## config.mk

```make
export PLATFORM = sky130hd
export DESIGN_NAME = fifo_sync_param_flat
export DESIGN_NICKNAME = d
export VERILOG_FILES = /design/src/rtl/fifo_sync_param_pkg.sv /design/src/rtl/fifo_sync_param_if.sv /design/src/rtl/fifo_ram.sv /design/src/rtl/fifo_sync_param.sv /design/src/flat_wrapper.sv
export SDC_FILE = /design/constraint.sdc
export NUM_CORES = 1
export LEC_CHECK = 0
export CAP_MARGIN = 10
export CORE_ASPECT_RATIO = 0.75
export CORE_MARGIN = 5
export CORE_UTILIZATION = 51
export DETAILED_ROUTE_END_ITERATION = 16
export GPL_ROUTABILITY_DRIVEN = 0
export PLACE_DENSITY = 0.7
export SYNTH_ARGS = -nofsm -noshare
export SYNTH_HDL_FRONTEND = slang
export SYNTH_HIERARCHICAL = 1
export SYNTH_SLANG_ARGS = --single-unit
```

## constraint.sdc

```tcl
create_clock -name clk -period 15.3 [get_ports clk]
set_input_delay 3.06 -clock clk [delete_from_list [all_inputs] [get_ports clk]]
set_output_delay 3.06 -clock clk [all_outputs]
set_load 0.005 [all_outputs]
```

## src/rtl/fifo_sync_param_pkg.sv

```systemverilog
// Shared defaults, mode constants and helpers for the parametrised sync FIFO.
// Imported by the interface, RAM and top level.
package fifo_sync_param_pkg;

    localparam int DEF_WIDTH = 128;
    localparam int DEF_DEPTH = 8;

    localparam bit FWFT_OFF = 1'b0;
    localparam bit FWFT_ON  = 1'b1;

    // Encoded as {wr_acc, rd_acc}
    typedef enum logic [1:0] {
        OP_IDLE = 2'b00,
        OP_RD   = 2'b01,
        OP_WR   = 2'b10,
        OP_BOTH = 2'b11
    } fifo_op_e;

    function automatic int clog2(input int v);
        int r;
        r = 0;
        while ((1 << r) < v) begin
            r++;
        end
        return r;
    endfunction

endpackage

```

## src/rtl/fifo_sync_param_if.sv

```systemverilog
// Write/read data path of the FIFO.
// Master drives requests; slave (the FIFO) returns read data.
interface fifo_sync_param_if
    import fifo_sync_param_pkg::*;
#(
    parameter int WIDTH = DEF_WIDTH
) ();

    logic             wr_en;
    logic [WIDTH-1:0] data_in;
    logic             rd_en;
    logic [WIDTH-1:0] data_out;
    logic             data_valid;

    modport master (
        output wr_en,
        output data_in,
        output rd_en,
        input  data_out,
        input  data_valid
    );

    modport slave (
        input  wr_en,
        input  data_in,
        input  rd_en,
        output data_out,
        output data_valid
    );

endinterface

```

## src/rtl/fifo_ram.sv

```systemverilog
// DEPTH x WIDTH storage: one synchronous write port, one async read port.
// Contents are deliberately not reset.
module fifo_ram
    import fifo_sync_param_pkg::*;
#(
    parameter int WIDTH = DEF_WIDTH,
    parameter int DEPTH = DEF_DEPTH,
    localparam int AW   = clog2(DEPTH)
) (
    input  logic             clk,
    input  logic             we,
    input  logic [AW-1:0]    waddr,
    input  logic [WIDTH-1:0] wdata,
    input  logic [AW-1:0]    raddr,
    output logic [WIDTH-1:0] rdata
);

    logic [WIDTH-1:0] mem [DEPTH];

    always_ff @(posedge clk) begin
        if (we) begin
            mem[waddr] <= wdata;
        end
    end

    assign rdata = mem[raddr];

endmodule

```

## src/rtl/fifo_sync_param.sv

```systemverilog
// Parametrised single-clock FIFO with thresholds, flush, sticky errors
// and selectable first-word-fall-through read.
module fifo_sync_param
    import fifo_sync_param_pkg::*;
#(
    parameter int WIDTH    = DEF_WIDTH,
    parameter int DEPTH    = DEF_DEPTH,
    parameter int AF_LEVEL = DEPTH - 2,
    parameter int AE_LEVEL = 2,
    parameter bit FWFT     = FWFT_OFF,
    localparam int AW      = clog2(DEPTH)
) (
    input  logic            clk,
    input  logic            rst,
    input  logic            flush,
    fifo_sync_param_if.slave bus,
    output logic            empty,
    output logic            full,
    output logic            almost_empty,
    output logic            almost_full,
    output logic [AW:0]     count,
    output logic            overflow,
    output logic            underflow
);

    localparam logic [AW:0]   DEPTH_C = (AW+1)'(DEPTH);
    localparam logic [AW:0]   AF_C    = (AW+1)'(AF_LEVEL);
    localparam logic [AW:0]   AE_C    = (AW+1)'(AE_LEVEL);
    localparam logic [AW:0]   ONE_C   = (AW+1)'(1);
    localparam logic [AW-1:0] PTR_INC = AW'(1);

    logic [AW-1:0]    wr_ptr_q;
    logic [AW-1:0]    rd_ptr_q;
    logic [AW:0]      cnt_q;
    logic [AW:0]      cnt_n;
    logic             empty_q;
    logic             full_q;
    logic             ae_q;
    logic             af_q;
    logic             ovf_q;
    logic             unf_q;
    logic             rd_acc;
    logic             wr_acc;
    logic [WIDTH-1:0] rdata;
    fifo_op_e         op;

    // Flush discards both requests, so it is folded into acceptance
    assign rd_acc = bus.rd_en & ~empty_q & ~flush;
    assign wr_acc = bus.wr_en & ~flush & (~full_q | rd_acc);
    assign op     = fifo_op_e'({wr_acc, rd_acc});

    always_comb begin
        cnt_n = cnt_q;
        unique case (op)
            OP_WR:   cnt_n = cnt_q + ONE_C;
            OP_RD:   cnt_n = cnt_q - ONE_C;
            OP_IDLE: cnt_n = cnt_q;
            OP_BOTH: cnt_n = cnt_q;
        endcase
        if (flush) begin
            cnt_n = '0;
        end
    end

    always_ff @(posedge clk or negedge rst) begin
        if (!rst) begin
            wr_ptr_q <= '0;
            rd_ptr_q <= '0;
            cnt_q    <= '0;
            empty_q  <= 1'b1;
            full_q   <= 1'b0;
            ae_q     <= 1'b1;
            af_q     <= 1'b0;
            ovf_q    <= 1'b0;
            unf_q    <= 1'b0;
        end else begin
            if (flush) begin
                wr_ptr_q <= '0;
                rd_ptr_q <= '0;
            end else begin
                if (wr_acc) wr_ptr_q <= wr_ptr_q + PTR_INC;
                if (rd_acc) rd_ptr_q <= rd_ptr_q + PTR_INC;
            end
            cnt_q   <= cnt_n;
            empty_q <= (cnt_n == '0);
            full_q  <= (cnt_n == DEPTH_C);
            ae_q    <= (cnt_n <= AE_C);
            af_q    <= (cnt_n >= AF_C);
            if (flush) begin
                ovf_q <= 1'b0;
                unf_q <= 1'b0;
            end else begin
                if (bus.wr_en & ~wr_acc) ovf_q <= 1'b1;
                if (bus.rd_en & empty_q) unf_q <= 1'b1;
            end
        end
    end

    fifo_ram #(
        .WIDTH (WIDTH),
        .DEPTH (DEPTH)
    ) u_ram (
        .clk   (clk),
        .we    (wr_acc),
        .waddr (wr_ptr_q),
        .wdata (bus.data_in),
        .raddr (rd_ptr_q),
        .rdata (rdata)
    );

    generate
        if (FWFT == FWFT_ON) begin : g_fwft
            // Head entry is presented directly; rd_en pops it
            assign bus.data_out   = rdata;
            assign bus.data_valid = ~empty_q;
        end else begin : g_std
            logic [WIDTH-1:0] dout_q;
            logic             dv_q;

            always_ff @(posedge clk or negedge rst) begin
                if (!rst) begin
                    dout_q <= '0;
                    dv_q   <= 1'b0;
                end else begin
                    dv_q <= rd_acc;
                    if (rd_acc) begin
                        dout_q <= rdata;
                    end
                end
            end

            assign bus.data_out   = dout_q;
            assign bus.data_valid = dv_q;
        end
    endgenerate

    assign empty        = empty_q;
    assign full         = full_q;
    assign almost_empty = ae_q;
    assign almost_full  = af_q;
    assign count        = cnt_q;
    assign overflow     = ovf_q;
    assign underflow    = unf_q;

endmodule

```

## src/flat_wrapper.sv

```systemverilog
// flat-port wrapper written by rule: the top's interface ports become plain ports
module fifo_sync_param_flat import fifo_sync_param_pkg::*;
#(
    parameter int WIDTH    = DEF_WIDTH,
    parameter int DEPTH    = DEF_DEPTH,
    parameter int AF_LEVEL = DEPTH - 2,
    parameter int AE_LEVEL = 2,
    parameter bit FWFT     = FWFT_OFF,
    localparam int AW      = clog2(DEPTH)
)
  (clk, rst, flush, empty, full, almost_empty, almost_full, count, overflow, underflow, bus_wr_en, bus_data_in, bus_rd_en, bus_data_out, bus_data_valid);
  fifo_sync_param_if #(.WIDTH(WIDTH)) bus_i ();
  input  logic clk;
  input  logic rst;
  input  logic flush;
  output logic empty;
  output logic full;
  output logic almost_empty;
  output logic almost_full;
  output logic [AW:0] count;
  output logic overflow;
  output logic underflow;
  input wire logic [$bits(bus_i.wr_en)-1:0] bus_wr_en;
  input wire logic [$bits(bus_i.data_in)-1:0] bus_data_in;
  input wire logic [$bits(bus_i.rd_en)-1:0] bus_rd_en;
  output wire logic [$bits(bus_i.data_out)-1:0] bus_data_out;
  output wire logic [$bits(bus_i.data_valid)-1:0] bus_data_valid;
  assign bus_i.wr_en = bus_wr_en;
  assign bus_i.data_in = bus_data_in;
  assign bus_i.rd_en = bus_rd_en;
  assign bus_data_out = bus_i.data_out;
  assign bus_data_valid = bus_i.data_valid;
  fifo_sync_param #(.WIDTH(WIDTH), .DEPTH(DEPTH), .AF_LEVEL(AF_LEVEL), .AE_LEVEL(AE_LEVEL), .FWFT(FWFT)) u_core (.clk(clk), .rst(rst), .flush(flush), .bus(bus_i), .empty(empty), .full(full), .almost_empty(almost_empty), .almost_full(almost_full), .count(count), .overflow(overflow), .underflow(underflow));
endmodule
```

==> qor.yml <==
status: "finished clean"
required_ns: 15.59
io_pins: 272
r2r_slack_ns: 10.26
clock_latency_ns: 0.67
skew_ns: 0.01582
hold_start: "u_core/bus.data_out[124]$_DFFE_PN0P_"
finalCoreUtilization: 0.6004
finalCritPeriodShare: 0.5196
dpl.cell_count: 3189
synth_cells: 1844
ff2ff_path_depth: 10
syn-mean-instance-area_um2: 24.18
vias: 19680
worstMarginPinSlew_ns: 1.199
die_w_um: 351.4
postCtsResizedCells: 0
drt-total-wl_um: 89220
place_hpwl_um: 48380
initial_core_util: 0.5164
rsz0062_at_grt: "false"
grt_pass1_wl_um: 134000
overflow: 0
min_path_cells: 1
fp.coreArea_um2: 86340
clkSinkCount: 1169
irDropWorstVdd_mv: 0.08056
yosysSeqAreaShare: 0.7710
via_per_inst: 5.777
synth_nets: 1982
htreeDepth: 3
rows: 93
dieArea_um2: 93510
drt_iter0_markers: 1461
layout-drive-gt1-share: 0.2396
fillCellCount: 5916
worstReg2RegEnd: "u_core/u_ram/mem[5][120]$_DFFE_PP_"
placed_area_um2: 48240
relSlewSlack: 0.1986
ys_warn_count: 6
tns_ns: 0
syn_area_um2: 44590
io_buffers: 271
drc: 0
root_buffer: "clkbuf_16"
hp-class: "reg -> reg"
clockBufferDepth: 3
finalMaxSlewViolations: 0
fin_cells: 3406
first_pass_iters: 5
finalSetupViolCount: 0
cp.arrival_ns: 8.24
numCtsBuffers: 111
synth-seq-cells: 1169
hold_viol_final: 0
power_density_nw_per_um2: 140.9
antenna_found_initial: 29
max_freq_mhz: 125.8
cap_viol_max_count: 0
cp.buffers_inverters: 5
postCtsSetupRepairBufs: 0
crit_chain: "clkdlybuf4s50_1 > nor3b_4 > buf_12 > nand2b_1 > nand2_1 > or2_1 > inv_1 > nand2_1 > nor2_4 > buf_4 > buf_4"
final_area_um2: 51840
grt_pass1_vias: 20980
path_clk_slew_ns: 0.06
rr_startpoint: "u_core/empty$_DFF_PN1_"
hold_buffers: 0
crit_family: "buffers and inverters"
ant_nets: 0
endpoint_kind: "flop"
synth_cell_types: 40
cp_max_fo: 133
tritoncts: "yes"
crit_type: "in -> reg"
slowest_delay_ns: 1.00
crit_slowest_cell: "buf_4"
syn_to_final_growth_pct: 16.26
finalCriticalPeriod_ns: 7.949
cp-start-kind: "primary input"
grt_max_degree: 134
holdPathEnd: "u_core/bus.data_out[124]$_DFFE_PN0P_"
gr-usage-all-layers: 0.1917
p_leak_nw: 16.68
routedWlPerCell_um: 26.20
die_h_um: 266.1
nets: 2300
cells by family after synthesis:
logic type | count (synthesis) | synth area share
flops | 1169 | 0.7710
mux | 514 | 0.2005
buf+inv | 93 | 0.01886
simple gates | 42 | 0.004686
compound gates | 12 | 0.001796
xor+xnor | 9 | 0.001768
fa+ha+maj | 5 | 0.001403
synthesized netlist by cell type:
library cell     n  area (um2)
a211oi_1         1       7.510
buf_2            8       40.04
xnor2_1          3       26.28
mux2_2         158        1779
and4bb_1         1       12.51
a21oi_2          1       8.760
ha_1             5       62.56
mux4_1          72        1892
xor2_1           6       52.55
buf_6            7       78.83
nand2b_1         5       31.28
o21ai_0          1       5.000
clkbuf_1        13       48.80
buf_4           13       97.59
dfrtp_1        143        3578
mux2_1          98        1104
nor3b_2          1       12.51
buf_8           19       285.3
nor2_1          18       67.56
or2_1            1       6.260
mux4_2         184        4144
or2_2            1       6.260
dfstp_2          2       52.55
nand2_1          7       26.28
buf_12           2       40.04
edfxtp_1      1024       30750
a21oi_1          5       25.02
nand3_1          3       15.01
nor2b_1          1       6.260
o22ai_1          1       6.260
clkbuf_4         1       7.510
nor3_1           2       10.01
buf_1           14       52.55
a211o_1          1       8.760
a41o_1           1       10.01
inv_1            3       11.26
clkbuf_8        13       178.9
a31o_1           1       8.760
mux2i_1          2       20.02
nand3b_1         2       15.01
power breakdown:
group / internal, mW / total (mW) / switching, mW / leakage (nW)
Combinational: 0.534 / 0.842 / 0.308 / 3.92
Clock: 1.55 / 2.66 / 1.11 / 1.75
Sequential: 3.68 / 3.80 / 0.119 / 11.0
Total: 5.76 / 7.30 / 1.54 / 16.7
state kept, by name, indices dropped and copies added, names as in the netlist:
register / flops
u_core/underflow: 1
u_core/wr_ptr_q: 3
u_core/u_ram/mem: 1024
u_core/bus.data_out: 128
u_core/empty: 1
u_core/full: 1
u_core/rd_ptr_q: 3
u_core/bus.data_valid: 1
u_core/almost_empty: 1
u_core/count: 4
u_core/overflow: 1
u_core/almost_full: 1
layout make-up:
cell class / count / area, um2 / share of cell area
well taps: 1140 / 1426 / 0.02752
multi-input cells: 582 / 9430 / 0.1819
diodes: 8 / 20.02 / 0.0003862
clock inverters: 47 / 454.2 / 0.008761
repair buffers: 295 / 2984 / 0.05756
clock buffers: 162 / 3122 / 0.06022
flip-flops and latches: 1169 / 34390 / 0.6634
inverters: 3 / 11.26 / 0.0002172
how the worst max path moves through the flow:
stage	start	to	slack, ns	cells after the start
3_5_place_dp	flush	u_core/u_ram/mem[5][118]$_DFFE_PP_	6.55	11
4_1_cts	flush	u_core/u_ram/mem[5][109]$_DFFE_PP_	7.26	11
3_3_place_gp	flush	u_core/u_ram/mem[5][115]$_DFFE_PP_	6.62	11
6_report	flush	u_core/u_ram/mem[5][120]$_DFFE_PP_	7.35	11
2_1_floorplan	flush	u_core/u_ram/mem[0][0]$_DFFE_PP_	1.78	8
5_1_grt	flush	u_core/u_ram/mem[5][120]$_DFFE_PP_	6.97	11
cell usage in the layout, fill, tap and decap left out, types with 2 or more instances in the layout:
| cell type | count |
|---|---|
| a21oi_1 | 5 |
| buf_12 | 7 |
| buf_4 | 17 |
| bufinv_16 | 8 |
| clkbuf_1 | 38 |
| clkbuf_16 | 113 |
| clkbuf_8 | 12 |
| clkdlybuf4s50_1 | 270 |
| clkinv_1 | 13 |
| clkinv_2 | 20 |
| clkinv_8 | 2 |
| clkinvlp_4 | 2 |
| dfrtp_1 | 140 |
| dfrtp_4 | 3 |
| dfstp_2 | 2 |
| diode_2 | 8 |
| edfxtp_1 | 1024 |
| ha_1 | 5 |
| inv_1 | 3 |
| mux2_1 | 98 |
| mux2_2 | 158 |
| mux2i_1 | 2 |
| mux4_1 | 72 |
| mux4_2 | 184 |
| nand2_1 | 7 |
| nand2b_1 | 5 |
| nand3_1 | 3 |
| nand3b_1 | 2 |
| nor2_1 | 12 |
| nor2_4 | 6 |
| nor3_2 | 2 |
| xnor2_1 | 3 |
| xor2_1 | 6 |
routing by layer:
metal / vias to the layer above / share of wire / global-route usage
li1: 8442 / - / -
met2: 535 / 0.47 / 0.2968
met5: - / 0.0022 / 0
met4: 32 / 0.016 / 0.03692
met3: 131 / 0.077 / 0.06229
met1: 10540 / 0.43 / 0.2742
metrics by stage:
stage          setup WS (ns)  hold WS [ns]  power [mW]
2_1_floorplan          1.783        0.4828       4.205
3_3_place_gp           6.622        0.4695       4.702
3_5_place_dp           6.549        0.4737       4.730
4_1_cts                7.265        0.4875       7.390
5_1_grt                6.967        0.4958       7.594
6_report               7.351        0.4825       7.303
Power figures use the tool's default switching activity.
